===== src/rtl/lathe_seq_pkg.sv =====
// Shared encodings for the lathe cycle sequencer: FSM states and the
// bit layout of the registered relay drive word.
package lathe_seq_pkg;

  typedef enum logic [2:0] {
    IDLE    = 3'd0,
    SPINUP  = 3'd1,
    RUN     = 3'd2,
    RUNDOWN = 3'd3,
    FAULT   = 3'd4
  } state_t;

  localparam int OUT_SPINDLE   = 0;
  localparam int OUT_COOLANT   = 1;
  localparam int OUT_FEED      = 2;
  localparam int OUT_BUSY      = 3;
  localparam int OUT_FAULT     = 4;
  localparam int OUT_STATE_LSB = 5;
  localparam int OUT_W         = 8;

  function automatic int max_int(input int a, input int b);
    return (a > b) ? a : b;
  endfunction

endpackage


===== src/rtl/seq_delay_timer.sv =====
// On-delay counter shared by the spin-up and run-down phases; done is
// asserted while the count sits at preset-1.
module seq_delay_timer #(
  parameter int W = 5
) (
  input  logic         clk,
  input  logic         rst_n,
  input  logic         clear,
  input  logic         count_en,
  input  logic [W-1:0] preset,
  output logic         done
);

  logic [W-1:0] count_q;

  // Clear wins over counting so every phase starts from zero.
  always_ff @(posedge clk or negedge rst_n) begin
    if (!rst_n) begin
      count_q <= '0;
    end else if (clear) begin
      count_q <= '0;
    end else if (count_en) begin
      count_q <= count_q + W'(1);
    end
  end

  assign done = (count_q == (preset - W'(1)));

endmodule


===== src/rtl/lathe_cycle_sequencer.sv =====
// Spindle/coolant/feed sequencer with e-stop/guard interlock and
// AUTO/MAN mode rules; all drive outputs come straight from flops.
module lathe_cycle_sequencer
  import lathe_seq_pkg::*;
#(
  parameter int SPINUP_CYC  = 20,
  parameter int RUNDOWN_CYC = 10
) (
  input  logic       clk,
  input  logic       rst_n,
  input  logic       ena,
  input  logic       start_i,
  input  logic       stop_i,
  input  logic       auto_i,
  input  logic       man_i,
  input  logic       feed_req_i,
  input  logic       estop_n_i,
  input  logic       guard_closed_i,
  input  logic       fault_clr_i,
  output logic       spindle_en_o,
  output logic       coolant_en_o,
  output logic       feed_en_o,
  output logic       busy_o,
  output logic       fault_o,
  output logic [2:0] state_o
);

  localparam int CW = $clog2(max_int(SPINUP_CYC, RUNDOWN_CYC) + 1);

  state_t             state_q, state_d;
  logic               start_q, stop_q;
  logic [OUT_W-1:0]   out_q, out_d;
  logic               ok, mode_valid, start_rise, stop_rise;
  logic               timer_clear, timer_en, timer_done;
  logic [CW-1:0]      timer_preset;

  assign ok         = estop_n_i & guard_closed_i;
  assign mode_valid = auto_i ^ man_i;
  assign start_rise = start_i & ~start_q;
  assign stop_rise  = stop_i & ~stop_q;

  // One timer serves both timed phases; preset follows the current state.
  assign timer_preset = (state_q == SPINUP) ? CW'(SPINUP_CYC) : CW'(RUNDOWN_CYC);
  assign timer_clear  = ena && (state_d != state_q);
  assign timer_en     = ena && ((state_q == SPINUP) || (state_q == RUNDOWN));

  seq_delay_timer #(.W(CW)) u_timer (
    .clk      (clk),
    .rst_n    (rst_n),
    .clear    (timer_clear),
    .count_en (timer_en),
    .preset   (timer_preset),
    .done     (timer_done)
  );

  // Branch order encodes priority: interlock, then stop/mode loss, then expiry.
  always_comb begin
    state_d = state_q;
    case (state_q)
      IDLE: begin
        if (start_rise && ok && mode_valid) state_d = SPINUP;
      end
      SPINUP: begin
        if (!ok)                           state_d = FAULT;
        else if (stop_rise || !mode_valid) state_d = RUNDOWN;
        else if (timer_done)               state_d = RUN;
      end
      RUN: begin
        if (!ok)                           state_d = FAULT;
        else if (stop_rise || !mode_valid) state_d = RUNDOWN;
      end
      RUNDOWN: begin
        if (!ok)             state_d = FAULT;
        else if (timer_done) state_d = IDLE;
      end
      FAULT: begin
        if (fault_clr_i && ok && !start_i) state_d = RUNDOWN;
      end
      default: state_d = IDLE;
    endcase
  end

  // Drive word is decoded from the next state so it updates with the state.
  always_comb begin
    out_d = '0;
    out_d[OUT_STATE_LSB +: 3] = state_d;
    out_d[OUT_BUSY]           = (state_d != IDLE);
    out_d[OUT_FAULT]          = (state_d == FAULT);
    case (state_d)
      SPINUP: begin
        out_d[OUT_SPINDLE] = 1'b1;
        out_d[OUT_COOLANT] = 1'b1;
      end
      RUN: begin
        out_d[OUT_SPINDLE] = 1'b1;
        out_d[OUT_COOLANT] = 1'b1;
        out_d[OUT_FEED]    = auto_i ? 1'b1 : feed_req_i;
      end
      default: ;
    endcase
  end

  always_ff @(posedge clk or negedge rst_n) begin
    if (!rst_n) begin
      state_q <= IDLE;
      start_q <= 1'b0;
      stop_q  <= 1'b0;
      out_q   <= '0;
    end else if (ena) begin
      state_q <= state_d;
      start_q <= start_i;
      stop_q  <= stop_i;
      out_q   <= out_d;
    end
  end

  assign spindle_en_o = out_q[OUT_SPINDLE];
  assign coolant_en_o = out_q[OUT_COOLANT];
  assign feed_en_o    = out_q[OUT_FEED];
  assign busy_o       = out_q[OUT_BUSY];
  assign fault_o      = out_q[OUT_FAULT];
  assign state_o      = out_q[OUT_STATE_LSB +: 3];

endmodule

===== config.mk =====
export PLATFORM = sky130hd
export DESIGN_NAME = lathe_cycle_sequencer
export DESIGN_NICKNAME = d
export VERILOG_FILES = /design/src/rtl/lathe_seq_pkg.sv /design/src/rtl/seq_delay_timer.sv /design/src/rtl/lathe_cycle_sequencer.sv
export SDC_FILE = /design/constraint.sdc
export NUM_CORES = 1
export LEC_CHECK = 0
export ABC_CLOCK_PERIOD_IN_PS = 4090
export CORE_UTILIZATION = 25
export DETAILED_ROUTE_END_ITERATION = 10
export HOLD_SLACK_MARGIN = 0.08
export PLACE_DENSITY = 0.5
export SETUP_SLACK_MARGIN = 0.2
export SYNTH_ARGS = -nofsm -noshare
export SYNTH_HDL_FRONTEND = slang
export SYNTH_SLANG_ARGS = --single-unit

===== constraint.sdc =====
create_clock -name clk -period 4.09 [get_ports clk]
set_clock_uncertainty 0.2 [all_clocks]
set_input_delay 0.818 -clock clk [delete_from_list [all_inputs] [get_ports clk]]
set_output_delay 0.818 -clock clk [all_outputs]
set_load 0.02 [all_outputs]

After elaboration in Yosys (flattened, before gate mapping)
Cells that the tools add are included.
{"block": "word_totals", "reg_bits": 18, "in_bits": 11, "elab_cells": 52}
{"block": "classes", "addsub": 2, "n_eq_ne": 9, "n_mux": 16, "bitwise": 6, "reduce_logical": 14}
{"cell": "two-way mux 3 bit", "n": 9}
{"cell": "two-way mux 5 bit", "n": 3}
{"cell": "one-hot mux 3 bit (5 select lines)", "n": 1}
{"cell": "equality test 3 x 2 -> 1 bit, second input constant", "n": 3}
{"cell": "equality test 3 x 1 -> 1 bit, second input constant", "n": 2}
{"cell": "equality test 3 bit, second input constant", "n": 2}
{"cell": "logical AND 1 bit", "n": 6}
{"cell": "adder 5 x 1 -> 5 bit, second input constant", "n": 1}
{"cell": "equality test 5 bit", "n": 1}
{"cell": "subtractor 5 x 1 -> 5 bit, second input constant", "n": 1}
{"cell": "bitwise AND 1 bit", "n": 3}
{"cell": "logical NOT 3 bit", "n": 1}
{"cell": "!= test 3 bit", "n": 1}
{"cell": "nonzero test 3 bit", "n": 1}
{"cell": "logical NOT 1 bit", "n": 2}
{"cell": "logical OR 1 bit", "n": 2}
{"cell": "two-way mux 1 bit", "n": 2}
{"cell": "two-way mux 2 bit", "n": 1}
{"cell": "inverter 1 bit", "n": 2}
{"cell": "nonzero test 2 bit", "n": 1}
{"cell": "OR reduction 2 bit", "n": 1}
{"cell": "bitwise XOR 1 bit", "n": 1}

Logic depth before layout (Yosys ltp)
{"block": "depth", "word_depth": 11, "depth_mapped": 7, "mapped_depth_nobuf": 6}

Hierarchy
A second synthesis with hierarchy kept.
{"block": "hier_totals", "cells_unflattened": 110, "hier_area_um2": 978.4}
{"mod": "lathe_cycle_sequencer", "instances": 1, "cells_each": 74, "area_per_inst_um2": 630.6}
{"mod": "seq_delay_timer", "instances": 1, "cells_each": 36, "area_per_inst_um2": 347.8}

Worst setup path after synthesis
No wires, ideal clock.
{"block": "synth_path", "path_kind": "input-to-reg", "start": "input man_i", "end": "register out_q[3]", "setup_time_ps": 126, "t_arrival_ps": 1828, "required_time_ps": 3764, "setup_slack_ps": 1936, "cell_stages": 5, "path_cell_list": "xnor2_1 nand4bb_1 a21oi_1 a41o_1 o32a_1"}
{"block": "synth_between", "elab_chain_len": 7}
{"item": "start: declaration", "line": "lathe_cycle_sequencer.sv:15", "source": "input logic man_i,"}
{"item": "bitwise XOR 1 bit *", "line": "lathe_cycle_sequencer.sv:38", "source": "assign mode_valid = auto_i ^ man_i;"}
{"item": "logical NOT 1 bit", "line": "lathe_cycle_sequencer.sv:65, lathe_cycle_sequencer.sv:70"}
{"item": "logical OR 1 bit", "line": "lathe_cycle_sequencer.sv:65, lathe_cycle_sequencer.sv:70"}
{"item": "two-way mux 3 bit, on equally long branches", "line": "lathe_cycle_sequencer.sv:70, lathe_cycle_sequencer.sv:65"}
{"item": "two-way mux 3 bit, on equally long branches", "line": "lathe_cycle_sequencer.sv:69, lathe_cycle_sequencer.sv:64"}
{"item": "one-hot mux 3 bit (5 select lines) *", "line": "lathe_cycle_sequencer.sv:59", "source": "case (state_q)"}
{"item": "nonzero test 3 bit *", "line": "lathe_cycle_sequencer.sv:87", "source": "out_d[OUT_BUSY] = (state_d != IDLE);"}
{"item": "end signal: assignment", "line": "lathe_cycle_sequencer.sv:113", "source": "out_q <= out_d;"}
{"item": "end: declaration", "line": "lathe_cycle_sequencer.sv:32", "source": "logic [OUT_W-1:0] out_q, out_d;"}
Every way passes the cells marked *; elsewhere a longest branch is shown, timed or not.
A chain may end at the register's enable or synchronous reset.

==> results.md <==
* Status: finished, final reports clean
* Worst skew pair latency at 0.28 ns
* Peak VDD IR at 172 uV
* Post-CTS Setup Bufs at 0
* Total track usage at 12.4%
* Hold_ws at 0.296 ns
* Post-CTS sizing at 0
* DR pass1 iterations at 4
* Slew HR at 55.0%
* Worst Path Arrival at 1.48 ns
* Area growth syn-to-layout at 29.2%
* Antenna cells at 0
* Final WL at 2.05 mm
* Max-cap violations at 0
* CTS H-Tree Depth at 1
* Largest net degree at the start of global routing at 23
* # rows at 21
* Core Region at 3340 sq um
* Initial Utilization at 26.3%
* Gr ovfl total at 0
* Netlist cell types at 40
* Tmin final at 2.50 ns
* Sequential fraction of the synthesis area at 39.9%
* Pwr per Cell Area at 406 nW/um^2
* Global placement routability congestion at 0.770
* CTS tree: yes
* Drt drc at 0
* Final nets at 124
* Delay-heaviest family, CP: buffers and inverters
* Via count at 781
* Worst Max-Slew Pin Slew at 0.672 ns
* R2R setup slack at 2.04 ns
* Cell area after placement at 1100 sq um
* Cell area after synthesis at 877 sq um
* Setup Total Neg Slack at 0 ns
* WP buf/inv at 1
* Syn_area_per_cell at 9.43 sq um
* Setup Crit Path Kind: register to output pin
* Final setup viols at 0
* Clock root cell: clkbuf_4
* Top Ports at 19
* RSZ-0062 raised after global routing: false
* Vias in the first global route at 745
* Peak Freq at 400 MHz
* Die width at 61.2 um
* Routed WL per cell at 13.1 um
* Final Hold Viols at 0
* Sequence of cells on the critical path: clkdlybuf4s50_1
* Port bufs at 18
* LEAKAGE at 0.437 nW
* Worst path max stage delay at 0.67 ns
* Synthesis-stage register bit count at 14
* Most frequent cells in the layout: clkdlybuf4s50_1, dfrtp_1, a21oi_1
* Critical Path Sink Type: output pin
* CTS Buf Count at 3
* Initial drt markers at 24
* Layout cells sized above 1 at 11.7%
* CTS max path bufs at 2
* Antenna viol nets, final at 0
* Final period utilization at 61.2%
* Initial antenna violation count at 0
* Final Max Tran Viols at 0
* DP Wirelength at 1.57 mm
* Die area at 3750 sq um
* Wire length of the first global-routing pass at 3.42 mm
* HP Class: register to register
* Ys Warns at 0
* Clock-pin transition on the worst setup and hold timing paths at 0.09 ns
* Slowest cell on crit path: clkdlybuf4s50_1
* CP Launch Type: register
* CTS Sinks at 14
* CP required at 3.07 ns
* Syn_nets at 105
* Average vias per placed instance at 4.97
* Crit Path Max Fanout at 11
* Post-route cell area at 1130 sq um
* Hold_buf cts at 0
* Die height at 61.2 um
* Cells after synthesis at 93
* Commonest non-fill, non-tap cell in the layout: clkdlybuf4s50_1
## cell families (layout without fill, tap and decap cells)
group	count (synthesis)	in the layout	share of synthesized area, %
compound gates	31	31	25.1
simple gates	32	32	23.5
fa+ha+maj	1	1	1.43
flops	14	14	39.9
xor+xnor	2	2	2.00
mux	2	2	2.57
buf+inv	11	29	5.42
## final cells by class
type | instances | area (sq um)
inverter | 6 | 22.5
timing repair buffer | 19 | 188
clock buffer | 4 | 36.3
sequential | 14 | 350
multi-input combinational | 68 | 479
fill | 361 | 2200
tap | 46 | 57.6
## cell usage after synthesis (all sizes together)
cell type   n  area share, %
nand3b      2            1.7
o21ai       6            3.9
nor3b       2            1.7
o32a        1            1.1
and2b       1            1.0
o31a        1            1.0
o311ai      1            1.0
a21oi       9            5.1
mux2        2            2.6
and3b       1            1.0
nor2        3            1.3
dfrtp      14             40
o221ai      1            1.0
and4b       1            1.1
o22ai       3            2.1
nor2b       2            1.4
clkbuf      2           0.86
nand2       7            3.3
o211ai      1           0.86
nand3       2            1.1
a41o        1            1.1
and4bb      1            1.9
o21a        2            1.7
nand4       5            3.6
and4        1            1.0
inv         6            2.6
nand2b      1           0.71
buf         3            2.0
o2bb2ai     3            3.7
a211oi      1            1.4
ha          1            1.4
and3        1           0.71
xnor2       2            2.0
or2         1           0.71
a41oi       1            1.0
nand4bb     1            1.3
## worst register-to-register path, stage by stage (launching register included)
cell and delay, ns:
dfrtp_1 0.48, nor3b_1 0.43, and3_1 0.22, o22ai_1 0.10, o2bb2ai_2 0.17, o32a_1 0.34
## sequential cells by signal (all words and copies together) (netlist names)
name	count
start_q	1
out_q	4
state_q	3
u_timer.count_q	5
stop_q	1
## worst paths after layout
check,startpoint,end,cells after the start
min,out_q[4],out_q[4],1
min reg2reg,out_q[4],out_q[4],1
max,state_q[0],state_o[0],1
min in group asynchronous,rst_n,start_q,1
max in group asynchronous,rst_n,state_q[1],1
max reg2reg,u_timer.count_q[1],out_q[3],5
## stage by stage
| stage | total power, W | instances | utilization [%] | worst slack [ns] |
|---|---|---|---|---|
| final | 0.000460 | 157 | 34.0 | 1.59 |
| after global routing | 0.000493 | 157 | 34.0 | 1.49 |
| after CTS | 0.000465 | 157 | 34.0 | 1.56 |
| after detailed placement | 0.000360 | 153 | 32.9 | 1.36 |
| after global placement | 0.000358 | 153 | 32.9 | 1.34 |
| after floorplan | 0.000301 | 93 | - | 1.94 |
## where the power goes
group	switching, W	internal (W)	leakage [nW]	total [W]
sequential	0.0000388	0.000168	0.175	0.000207
clock	0.0000470	0.0000542	0.0210	0.000101
combinational	0.0000765	0.0000761	0.241	0.000153
total	0.000162	0.000298	0.437	0.000460
## routing by layer
metal / vias to the layer above / track usage, % / share of wire (%)
met3: 4 / 4.62 / 4.1
met4: 0 / 1.95 / 1.2
met5: - / 0 / 0
li1: 388 / - / -
met2: 19 / 19.9 / 45
met1: 370 / 16.3 / 49
No activity file was read; power rests on OpenSTA's default activity.
